### config.mk
export PLATFORM = sky130hd
export DESIGN_NAME = divider_iterative
export DESIGN_NICKNAME = d
export VERILOG_FILES = /design/src/rtl/divider_iterative.sv
export SDC_FILE = /design/constraint.sdc
export NUM_CORES = 1
export LEC_CHECK = 0
export ABC_AREA = 1
export CORE_MARGIN = 3
export CORE_UTILIZATION = 55
export DETAILED_ROUTE_END_ITERATION = 7
export PLACE_DENSITY = 0.76
export SETUP_SLACK_MARGIN = 0.05
export SLEW_MARGIN = 20
export SYNTH_ARGS = -nofsm -noshare
export SYNTH_HDL_FRONTEND = slang
export SYNTH_SLANG_ARGS = --single-unit
export TNS_END_PERCENT = 10
### constraint.sdc
create_clock -name clk -period 7.65 [get_ports clk]
set_input_delay 1.53 -clock clk [delete_from_list [all_inputs] [get_ports clk]]
set_output_delay 1.53 -clock clk [all_outputs]
set_load 0.02 [all_outputs]
### src/rtl/divider_iterative.sv
// Iterative restoring divider: one quotient bit per clock on operand
// magnitudes, sign-corrected result registered on the final iteration.
module divider_iterative #(
   parameter int unsigned WIDTH = 32
) (
   input  logic             clk,
   input  logic             reset,
   input  logic             start,
   input  logic             is_signed,
   input  logic [WIDTH-1:0] a,
   input  logic [WIDTH-1:0] b,
   output logic             busy,
   output logic             done,
   output logic [WIDTH-1:0] quotient,
   output logic [WIDTH-1:0] remainder
);

   localparam int unsigned CW = $clog2(WIDTH + 1);

   typedef enum logic [1:0] {
      S_IDLE,
      S_BUSY,
      S_DONE
   } state_t;

   state_t           state;
   logic [CW-1:0]    cnt;
   logic [WIDTH-1:0] dvd;       // dividend bits shift out, quotient bits shift in
   logic [WIDTH-1:0] dvs;       // divisor magnitude
   logic [WIDTH-1:0] rem;       // partial remainder (always < dvs)
   logic             q_neg;
   logic             r_neg;
   logic             div_zero;
   logic [WIDTH-1:0] a_raw;     // original dividend, returned on divide by zero

   logic [WIDTH-1:0] a_mag;
   logic [WIDTH-1:0] b_mag;
   logic [WIDTH:0]   rem_shift;
   logic [WIDTH:0]   diff;
   logic             ge;
   logic [WIDTH-1:0] rem_next;
   logic [WIDTH-1:0] dvd_next;
   logic [WIDTH-1:0] q_fix;
   logic [WIDTH-1:0] r_fix;

   // Operand magnitudes and one restoring step with WIDTH+1-bit subtract
   always_comb begin
      a_mag     = (is_signed && a[WIDTH-1]) ? -a : a;
      b_mag     = (is_signed && b[WIDTH-1]) ? -b : b;
      rem_shift = {rem, dvd[WIDTH-1]};
      diff      = rem_shift - {1'b0, dvs};
      ge        = ~diff[WIDTH];
      rem_next  = ge ? diff[WIDTH-1:0] : rem_shift[WIDTH-1:0];
      dvd_next  = {dvd[WIDTH-2:0], ge};
      q_fix     = q_neg ? -dvd_next : dvd_next;
      r_fix     = r_neg ? -rem_next : rem_next;
   end

   // Control FSM, working registers and registered result
   always_ff @(posedge clk or posedge reset) begin
      if (reset) begin
         state     <= S_IDLE;
         busy      <= 1'b0;
         done      <= 1'b0;
         quotient  <= '0;
         remainder <= '0;
         cnt       <= '0;
         dvd       <= '0;
         dvs       <= '0;
         rem       <= '0;
         q_neg     <= 1'b0;
         r_neg     <= 1'b0;
         div_zero  <= 1'b0;
         a_raw     <= '0;
      end else begin
         case (state)
            S_IDLE, S_DONE: begin
               if (start) begin
                  state    <= S_BUSY;
                  busy     <= 1'b1;
                  done     <= 1'b0;
                  cnt      <= CW'(WIDTH);
                  dvd      <= a_mag;
                  dvs      <= b_mag;
                  rem      <= '0;
                  q_neg    <= is_signed && (a[WIDTH-1] ^ b[WIDTH-1]);
                  r_neg    <= is_signed && a[WIDTH-1];
                  div_zero <= (b == '0);
                  a_raw    <= a;
               end
            end
            S_BUSY: begin
               dvd <= dvd_next;
               rem <= rem_next;
               cnt <= cnt - CW'(1);
               if (cnt == CW'(1)) begin
                  state     <= S_DONE;
                  busy      <= 1'b0;
                  done      <= 1'b1;
                  quotient  <= div_zero ? '1 : q_fix;
                  remainder <= div_zero ? a_raw : r_fix;
               end
            end
            default: state <= S_IDLE;
         endcase
      end
   end

endmodule

# After elaboration in Yosys (flattened, before gate mapping)
# Cells that the tools add are included.
[totals] register_bits=205 latchBits=0 ramBits=0 rom_bits=0 input_bits=68 out_inout_bits=66 wordCells=60 n_memories=0
[op_classes] addsub=6 multipliers=0 n_div=0 n_lt_le_gt_ge=0 eq_ne=5 shifts=0 n_mux=22 bitwise=2 n_reduce_logical=12
[op_table] op="two-way mux 32 bit" n=9
[op_table] op="negator 32 bit" n=4
[op_table] op="case mux 32 bit (2 select lines)" n=2
[op_table] op="subtractor 33 x 32 -> 33 bit" n=1
[op_table] op="zero test 32 bit" n=1
[op_table] op="case mux 6 bit (2 select lines)" n=1
[op_table] op="AND reduction 2 bit" n=4
[op_table] op="equality test 6 x 1 -> 1 bit, second input constant" n=1
[op_table] op="two-way mux 6 bit" n=1
[op_table] op="subtractor 6 x 1 -> 6 bit, second input constant" n=1
[op_table] op="two-way mux 1 bit" n=4
[op_table] op="two-way mux 2 bit" n=2
[op_table] op="inequality test 2 bit, second input constant" n=2
[op_table] op="case mux 1 bit (2 select lines)" n=2
[op_table] op="case mux 2 bit (2 select lines)" n=1
[op_table] op="logical AND 1 bit" n=3
[op_table] op="AND reduction 3 bit" n=1
[op_table] op="equality test 2 x 1 -> 1 bit, second input constant" n=1
[op_table] op="equality test 2 bit, second input constant" n=1
[op_table] op="zero test 2 bit" n=1
[op_table] op="nonzero test 2 bit" n=1
[op_table] op="OR reduction 2 bit" n=1
[op_table] op="inverter 1 bit" n=1
[op_table] op="XOR 1 bit" n=1

# Longest topological paths before layout
# Gate-level depths: netlist of the first run.
[logic_depth] word_depth=5 depth_mapped=28

# Worst setup path before layout of the first run
# Ideal clock, no wire load.
[synth_timing] path_type="register -> register" from="register dvd[31]" to="register quotient[26]" setup_time_ns=0.119 arrival_time_ns=3.825 required_ns=7.531 path_slack_ns=3.706 stages_incl_launch_ff=28 period_less_slack_ns=3.944 cell_sequence="dfrtp_1 -> inv_1 -> ha_1 -> fa_1 -> inv_1 -> nand2_1 -> nand2_1 -> nand3_1 -> nand2_2 -> nand2_2 -> nand2_2 -> nand2_4 -> nand2_4 -> nand2_4 -> nand2_8 -> buf_8 -> buf_6 -> ha_1 -> nand3_1 -> nor3_1 -> nand2_1 -> nor4_1 -> nand4_1 -> o31ai_1 -> o21ai_0 -> xor2_1 -> o22ai_1 -> inv_1"
[synth_via] elab_chain_cells=5
[synth_lines] element="start, declared" line="28" text="logic [WIDTH-1:0] dvd;"
[synth_lines] element="start signal, assigned" line="83" text="dvd <= a_mag;"
[synth_lines] element="start signal, assigned" line="93" text="dvd <= dvd_next;"
[synth_lines] element="subtractor 33 x 32 -> 33 bit" line="51" text="diff = rem_shift - {1'b0, dvs};"
[synth_lines] element="inverter 1 bit" line="52" text="ge = ~diff[WIDTH];"
[synth_lines] element="negator 32 bit" line="55" text="q_fix = q_neg ? -dvd_next : dvd_next;"
[synth_lines] element="two-way mux 32 bit" line="55"
[synth_lines] element="two-way mux 32 bit" line="100" text="quotient <= div_zero ? '1 : q_fix;"
[synth_lines] element="end signal, assigned" line="100"
[synth_lines] element="end, declared" line="14" text="output logic [WIDTH-1:0] quotient,"
# No other way between the ends.
# A chain may end at the register's enable or synchronous reset.

# Worst setup path after layout of the first run
# Ends and elaborated chain as after synthesis.

==> summary.md, run 1 <==
| Metric | Value |
|---|---|
| Status | finished clean |
| Fin. Hold Viols | 0 |
| Netlist cell types | just under 50 |
| YS warnings | 0 |
| Area growth syn-to-layout | 15.9% |
| Most common cell after layout, fill and taps aside | nand2_1 |
| Routed via count | between 15k and 20k |
| Max-slew violation count | 0 |
| Syn Inst Count | between 2k and 2.5k |
| RePlAce Congestion | 0.991 |
| Syn Std Cell Area | around 15,000 um2 |
| Reg-to-reg startpoint | dvd[31] |
| Worst R2R End | quotient[26] |
| DR WL/cell | between 15 and 20 um |
| # rows | between 50 and 60 |
| Seq/Total Area, Yosys | 0.348 |
| Worst min path class | reg -> reg |
| Unrepaired setup endpoints after global routing | no |
| Data required, critical path | 8050 ps |
| Tcrit/Tclk final | 0.681 |
| Residual DRC | 0 |
| Post-CTS Resized | 0 |
| Worst hold endpoint | remainder[18] |
| Most frequent cells in the layout | 734 x nand2_1, 322 x inv_1, 213 x nor2_1 |
| Vias in the first global route | 14.2k |
| Setup-failing EPs final | 0 |
| Starting density of the core | 0.563 |
| R2R depth | 25 |
| Prevailing post-synth register cell | dfrtp_1 |
| Highest clock rate | roughly 0.19 GHz |
| DP Worst Slack | 2740 ps |
| GRT overflow | 0 |
| Hold path depth | 2 |
| Die width | roughly 170 um |
| Crit path time final | roughly 5200 ps |
| Layout cells sized above 1 | 0.0534 |
| Worst EP arrival | between 5000 and 6000 ps |
| Worst Hold Launch | remainder[18] |
| Slew margin rel. | 0.366 |
| First-pass GRT wire length | about 74,000 um |
| Yosys reg bits | 205 |
| # port buffers | about 130 |
| Vias/cell | around 5.7 |
| Detailed Route WL | 47,300 um |
| CTS Hold Bufs | 0 |
| Max cap viols | 0 |
| R2R Setup Slk | 2440 ps |
| Crit path kind | reg -> reg |
| Num Clock Sinks | 205 |
| Nature of the critical path startpoint | flop |
| WHS | 481 ps |
| Post-Syn Nets | 2,338 |
| Worst Tran Pin Value | roughly 950 ps |
| Ports | between 100 and 150 |
| First-pass DRT Iterations | 7 |
| CP Max Fanout | 43 |
| Full die area | ~29,000 um2 |
| Worst-path clk slew | roughly 60 ps |
| Chip height | roughly 170 um |
| Worst-Skew Late Latency | 520 ps |
| Skew final | 23.0 ps |
| ANT nets after route | 0 |
| Setup tns final | 0 ps |
| Nets | about 2.4k |
| 1st-iter DRT viols | 1,783 |
| EDFF count, synth | 0 |
| Syn_area_per_cell | approximately 6.6 um2 |
| CTS max path bufs | 3 |
| Ys async rst share | 1.00 |
| CP Capture Type | flop |
| Largest net degree at the start of global routing | 74 |
| HPWL after DPL | 35,200 um |
| Final worst slack | approximately 2400 ps |
| CTS buffer count | 23 |
| Clock Tree Root | clkbuf_16 |
| Total Routing Usage GR | 0.323 |
| H-tree Lvls | 1 |
| Initial antenna violation count | 0 |
| ANT cells | 0 |
| CTS tree | yes |
| Placement Cell Area | about 16,000 um2 |
| Floorplan core area | 26,200 um2 |
| Final Cell Area | 17,100 um2 |
| Post-CTS setup buffers | 0 |
-- final cells by class --
class                           instances  area, um2
Fill cell                            2347       9110
Multi-Input combinational cell       1620       8030
Sequential cell                       205       5130
Timing Repair Buffer                  144       1430
Inverter                              330       1250
Clock buffer                           26        597
Tap cell                              335        419
Clock inverter                         16        248
-- flip-flops by register name, summed over array words and instances, names as in the netlist --
name and flops:
quotient 32, a_raw 32, dvs 32, q_neg 1
done 1, cnt 6, busy 1, dvd 32
div_zero 1, state 2, r_neg 1, remainder 32
rem 32
-- per-stage QoR --
| stage | instances | util |
|---|---|---|
| finish | 2676 | 0.653 |
| global route | 2676 | 0.653 |
| CTS | 2675 | 0.651 |
| detailed placement | 2633 | 0.619 |
| global placement | 2633 | 0.619 |
| floorplan | 2231 | - |
-- cell usage after synthesis, types with 24 or more instances --
library cell,instances,area [um2]
nand2_1,735,2760
nand2_2,32,200
nor2_1,214,803
clkbuf_1,52,195
ha_1,38,475
a21oi_1,45,225
nand3_1,135,676
inv_1,324,1220
xor2_1,54,473
o21ai_0,110,551
nand4_1,24,150
nor3_1,28,140
o22ai_1,55,344
dfrtp_1,205,5130
-- how the worst max path moves through the flow --
stage / startpoint / to / depth (start not counted)
3_5_place_dp: dvd[31] / quotient[26] / 25
6_report: dvd[31] / quotient[26] / 25
2_1_floorplan: reset / a_raw[0] / 1
4_1_cts: dvd[31] / quotient[26] / 25
5_1_grt: dvd[31] / quotient[28] / 25
3_3_place_gp: dvd[31] / quotient[26] / 25
-- routing by layer --
layer  part of all wire  vias to the layer above  track usage
met1               0.44                     7082        0.472
met5                  0                        -            0
li1                   -                     7286            -
met3              0.086                      115       0.0417
met2               0.43                      770        0.494
met4              0.039                        0        0.115
-- cell families (layout without fill, tap and decap cells) --
family,Yosys count,after routing,share of synthesized area
AO/OA/AOI/OAI,294,294,0.119
adder cells (fa/ha/maj),39,39,0.0336
XOR/XNOR,71,71,0.0422
AND/OR/NAND/NOR,1216,1216,0.348
flip-flops,205,205,0.348
buffers and inverters,406,516,0.109
-- critical path, cell delays in order (launching register included) --
cell and delay [ps]:
dfrtp_1 390, inv_1 80, ha_1 230, fa_1 420, inv_1 110, nand2_1 50, nand2_1 70, nand3_1 80
nand2_2 130, nand2_2 70, nand2_2 80, nand2_4 80, nand2_4 90, nand2_4 130, nand2_8 280, ha_1 230
nand3_1 130, nor3_1 300, nand2_1 120, nor4_1 520, nand4_1 260, o31ai_1 630, o21ai_0 230, xor2_1 200
o22ai_1 110, inv_1 60
Power of run 1 is left out: the tool's default activity adds up to more than one toggle a clock period on the data nets, which glitch-free logic cannot reach.
==> run 2, diff against run 1 <==
==> constraint.sdc (replaced) <==
create_clock -name clk -period 5 [get_ports clk]
set_input_delay 1 -clock clk [delete_from_list [all_inputs] [get_ports clk]]
set_output_delay 1 -clock clk [all_outputs]
set_load 0.02 [all_outputs]
==> run 2 against run 1 <==
Register-to-register slack lost 1900 ps; critical endpoint is now quotient[30]; die area is the same; critical path type unchanged; setup slack lost 1900 ps.
==> summary.md, run 2 (synthesis results as in run 1) <==
| Metric | Value |
|---|---|
| Status | finished clean |
| Residual DRC | 0 |
| Num Clock Sinks | 205 |
| Crit path time final | 4430 ps |
| Routed via count | 15.2k |
| Starting density of the core | 0.563 |
| Chip height | about 170 um |
| Layout cells sized above 1 | 0.0570 |
| Full die area | between 20,000 and 30,000 um2 |
| ANT nets after route | 0 |
| Max cap viols | 0 |
| First-pass DRT Iterations | 5 |
| Reg-to-reg startpoint | dvd[31] |
| First-pass GRT wire length | 78,100 um |
| Fin. Hold Viols | 0 |
| Total Routing Usage GR | 0.343 |
| Critical Path Source | dvd[31] |
| Worst-Skew Late Latency | approximately 520 ps |
| Nets | approximately 2.4k |
| Nature of the critical path startpoint | flop |
| HPWL after DPL | around 38,000 um |
| CP Capture Type | flop |
| CTS tree | yes |
| Filler cells | 2,437 |
| Setup-failing EPs final | 0 |
| DR WL/cell | between 15 and 20 um |
| Max-slew violation count | 0 |
| Data required, critical path | about 5400 ps |
| CP top delay family | simple AND/OR/NAND/NOR gates |
| Worst Tran Pin Value | ~1000 ps |
| Vias in the first global route | 14.2k |
| Die width | 170 um |
| GRT overflow | 0 |
| Crit path kind | reg -> reg |
| Largest net degree at the start of global routing | 160 |
| CP max stage delay | between 400 and 500 ps |
| Detailed Route WL | 49,800 um |
| Worst EP arrival | 4830 ps |
| Worst min path class | reg -> reg |
| Ports | approximately 130 |
| Unrepaired setup endpoints after global routing | no |
| CTS max path bufs | 3 |
| Slew margin rel. | 0.348 |
| Crit path buffers/inverters | 3 |
| CTS buffer count | 24 |
| Setup tns final | 0 ps |
| H-tree Lvls | 1 |
| # rows | 59 |
| Post-CTS setup buffers | 0 |
| Floorplan core area | around 26,000 um2 |
| 1st-iter DRT viols | about 1.7k |
| Most frequent cells in the layout | 734 x nand2_1, 322 x inv_1, 213 x nor2_1 |
| # port buffers | 133 |
| Highest clock rate | 0.226 GHz |
| Vias/cell | between 5 and 6 |
| CP max stage cell | fa_1 |
| Clock Tree Root | clkbuf_16 |
| Worst Hold Launch | busy |
| Area growth syn-to-layout | 16.3% |
| Initial antenna violation count | 3 |
| RePlAce Congestion | 0.973 |
| Tcrit/Tclk final | 0.886 |
| Worst-path clk slew | roughly 60 ps |
| Most common cell after layout, fill and taps aside | nand2_1 |
| CP Max Fanout | 14 |
| Skew final | approximately 10 ps |
[run 2: final timing paths]
check                           slack (ps)  depth (start not counted)       endpoint
worst max-delay path                   570                         25   quotient[30]
worst min-delay path                   470                          2           busy
worst max register to register         570                         25   quotient[30]
worst min register to register         470                          2           busy
max in group asynchronous             3150                          3       a_raw[2]
min in group asynchronous              730                          2  remainder[19]
[run 2: through the flow]
step | std cells | utilization | setup slack, ps | hold slack [ps] | cell area (um2)
global route | 2687 | 0.654 | 203 | 501 | 17100
floorplan | 2231 | - | 1060 | 444 | 14800
detailed placement | 2643 | 0.622 | 535 | 462 | 16300
finish | 2688 | 0.654 | 572 | 471 | 17200
global placement | 2643 | 0.622 | 629 | 454 | 16300
CTS | 2687 | 0.654 | 509 | 477 | 17100
[run 2: layout make-up]
class                           count  area [um2]  share of cell area
Clock buffer                       37         741              0.0432
Sequential cell                   205        5130               0.299
Timing Repair Buffer              153        1490              0.0871
Multi-Input combinational cell   1620        8030               0.468
Clock inverter                      7        91.3             0.00533
Tap cell                          335         419              0.0244
Inverter                          330        1240              0.0724
Antenna cell                        1        2.50            0.000146
[run 2: worst min-delay path: stages, from the launching register on]
cell and delay [ps]:
dfrtp_1 340, nand2_1 50, nand2_1 50
[run 2: layer usage]
layer | part of all wire | up-vias | wire length [um] | track usage
li1 | - | 7292 | - | -
met1 | 0.45 | 7089 | 22600 | 0.517
met2 | 0.43 | 705 | 21600 | 0.521
met3 | 0.087 | 88 | 4320 | 0.0473
met4 | 0.026 | 0 | 1280 | 0.0864
met5 | 0 | - | 0 | 0
[run 2: timing repair]
action,4_1_cts,5_1_grt
hold buffers,0,0
setup endpoints to repair,0,1
gates resized for setup,0,1
Power of run 2 is left out for the same reason.
==> variant: new RTL, config.mk and constraints of run 1 <==
The 3 states of `state_t` get a one-hot encoding in 3 bits.
--- a/src/rtl/divider_iterative.sv
+++ b/src/rtl/divider_iterative.sv
@@ -19,6 +19,6 @@
 
-   typedef enum logic [1:0] {
-      S_IDLE,
-      S_BUSY,
-      S_DONE
+   typedef enum logic [2:0] {
+      S_IDLE = 3'b001,
+      S_BUSY = 3'b010,
+      S_DONE = 3'b100
    } state_t;
Behaviour: no difference found for any inputs over 10 cycles, from zero or initial values and one cycle with reset high; not proved beyond that.
==> variant against run 1 <==
Area after synthesis about the same; routed wire length is 3.6% lower; worst setup slack gained 590 ps; design area shrank 0.64%; largest cell class unchanged; count of clock-buffer cells in the layout increased by 3; first-iteration DRC count decreased by 19%; sequential cell count up 1; worst hold slack worse by 2.5 ps; final cell count decreased by 1.2%.
==> variant: results (changes against run 1) <==
- Outcome: finished, final reports clean
- Async S/R FF share, synth: 100.0% (unchanged)
- CP peak stage delay: 440 ps (-190 ps)
- CTS buffer count: 23 (unchanged)
- Post-Place Worst Slack: 2998 ps (+260.4 ps)
- Vias in the first global route: 13,700 (-3.3%)
- CP max-delay cell: fa_1
- Syn. warnings: 0 (unchanged)
- Routed WL: 45,580 um (-3.6%)
- Placer congestion estimate: 0.9698 (-2.1%)
- Drt via density: 5.572 (-2.2%)
- Crit-path max FO: 34 (-21%)
- Min-delay src: busy
- Dpl hpwl: 34,440 um (-2.1%)
- Worst hold-check path type: flip-flop to flip-flop
- Worst r2r src: dvd[31]
- Largest cells by area after synthesis: dfrtp_1 35%, nand2_1 17%, inv_1 8.1%
- First-pass GRT wire length: 72,150 um (-3.1%)
- Adder-cell share of the synthesized area: 3.357% (about the same)
- CTS root buf: clkbuf_16
- Post-synthesis mux area share: 0% (unchanged)
- Mapped Nets: 2,304 (-1.5%)
- Synth cell types: 55 (+12%)
- Initial DRC Count: 1,446 (-19%)
- Post-synthesis sequential area ratio: 34.94% (+0.17 points)
- Fin Clk Skew: 17.76 ps (-5.272 ps)
- Peak supply drop: 0.2357 mV
- Synth Area in Compound Gates: 12.84% (+0.89 points)
- Initial antenna violation count: 0 (unchanged)
- Largest net degree at the start of global routing: 153 (+110%)
- Share of cells above drive strength 1: 6.282% (+0.94 points)
- Ys flop type: dfrtp_1
- Clock latency on the worst-skew pair: 540 ps (+20 ps)
- H-tree levels: 1 (unchanged)
- Total Routing Usage GR: 31.20% (-1.1 points)
- XOR/XNOR Fraction of Synth Area: 3.739% (-0.48 points)
- CP arrival: 5040 ps (-570 ps)
- Crit start category: flip-flop
- Post_cts resized: 0 (unchanged)
- I/O Buffers: 133 (unchanged)
- Clock Pin Slew Worst Setup and Hold Paths: 60 ps (about the same)
- Nets: 2,398 (-1.4%)
- Pre-antenna DRT Iters: 6 (-1)
- Post-CTS setup buffer count: 0 (unchanged)
- Top post-synthesis cells by count: 684 x nand2_1, 319 x inv_1, 205 x dfrtp_1
- N_diodes: 0 (unchanged)
- Max Buffers Root-to-Sink: 3 (unchanged)
- Worst-margin pin slew: 893.8 ps (-53.87 ps)
- Leakage: 8.911 nW
[variant: changes by cell type in the layout (fill, tap and decap cells not counted), moves of 5 or more]
cell	run 1	this run
a21oi_1	45	82
a31oi_1	22	15
inv_1	322	317
nand2_1	734	682
nand2_2	32	44
nor2_1	213	194
nor2_4	2	7
nor3_1	28	22
o21ai_0	110	118
o22ai_1	55	48
o31ai_1	12	6
xnor2_1	17	12
[variant: where the power goes]
| group | total, W | switching (W) | leakage, nW | internal [W] |
|---|---|---|---|---|
| combinational | 0.00507 | 0.00343 | 5.86 | 0.00164 |
| sequential | 0.00184 | 0.000323 | 2.68 | 0.00151 |
| clock | 0.00114 | 0.000474 | 0.380 | 0.000663 |
| total | 0.00805 | 0.00423 | 8.91 | 0.00381 |
[variant: kinds of logic after synthesis]
| logic type | Yosys count |
|---|---|
| flip-flops | 206 |
| buffers and inverters | 398 |
| adder cells (fa/ha/maj) | 39 |
| XOR/XNOR | 63 |
| AND/OR/NAND/NOR | 1166 |
| AO/OA/AOI/OAI | 325 |
[variant: layer usage]
metal	part of all wire (%)	vias up	track usage, %
met3	7.5	72	4.216
met5	0	-	0
met1	48	6875	47.73
li1	-	7206	-
met2	43	573	46.83
met4	2.2	0	7.717
[variant: final cells by class]
cell class / count / area (sq um)
clock buffer: 29 / 638.1
clock inverter: 13 / 137.6
fill: 2472 / 9216
inverter: 324 / 1229
multi-input combinational: 1593 / 8004
sequential: 206 / 5156
tap: 335 / 419.2
timing repair buffer: 143 / 1406
[variant: worst max-delay path: cells and delay by family, from the launching register on]
family,cells,cell delay [ps]
simple gates,17,2360
fa+ha+maj,3,980
compound gates,2,470
flops,1,320
buf+inv,3,260
xor+xnor,1,120
[variant: final timing paths]
path	end	slack, ps	depth (start not counted)
setup / recovery	quotient[28]	3030	26
hold / removal	busy	480	2
setup reg to reg	quotient[28]	3030	26
hold reg to reg	busy	480	2
max in group asynchronous	dvs[13]	4850	3
min in group asynchronous	dvd[0]	1550	2
[variant: metrics by stage]
step                      std cells  instance area (sq um)  total power (W)  hold slack (ps)  util (%)
after detailed placement       2601                  16210         0.006799            464.3     61.85
after floorplan                2197                  14760         0.005407            436.6         -
after global routing           2643                  16990         0.008707            487.5     64.83
after CTS                      2643                  16990         0.007975            479.5     64.81
final                          2643                  16990         0.008046            478.1     64.83
after global placement         2601                  16210         0.006713            458.7     61.85
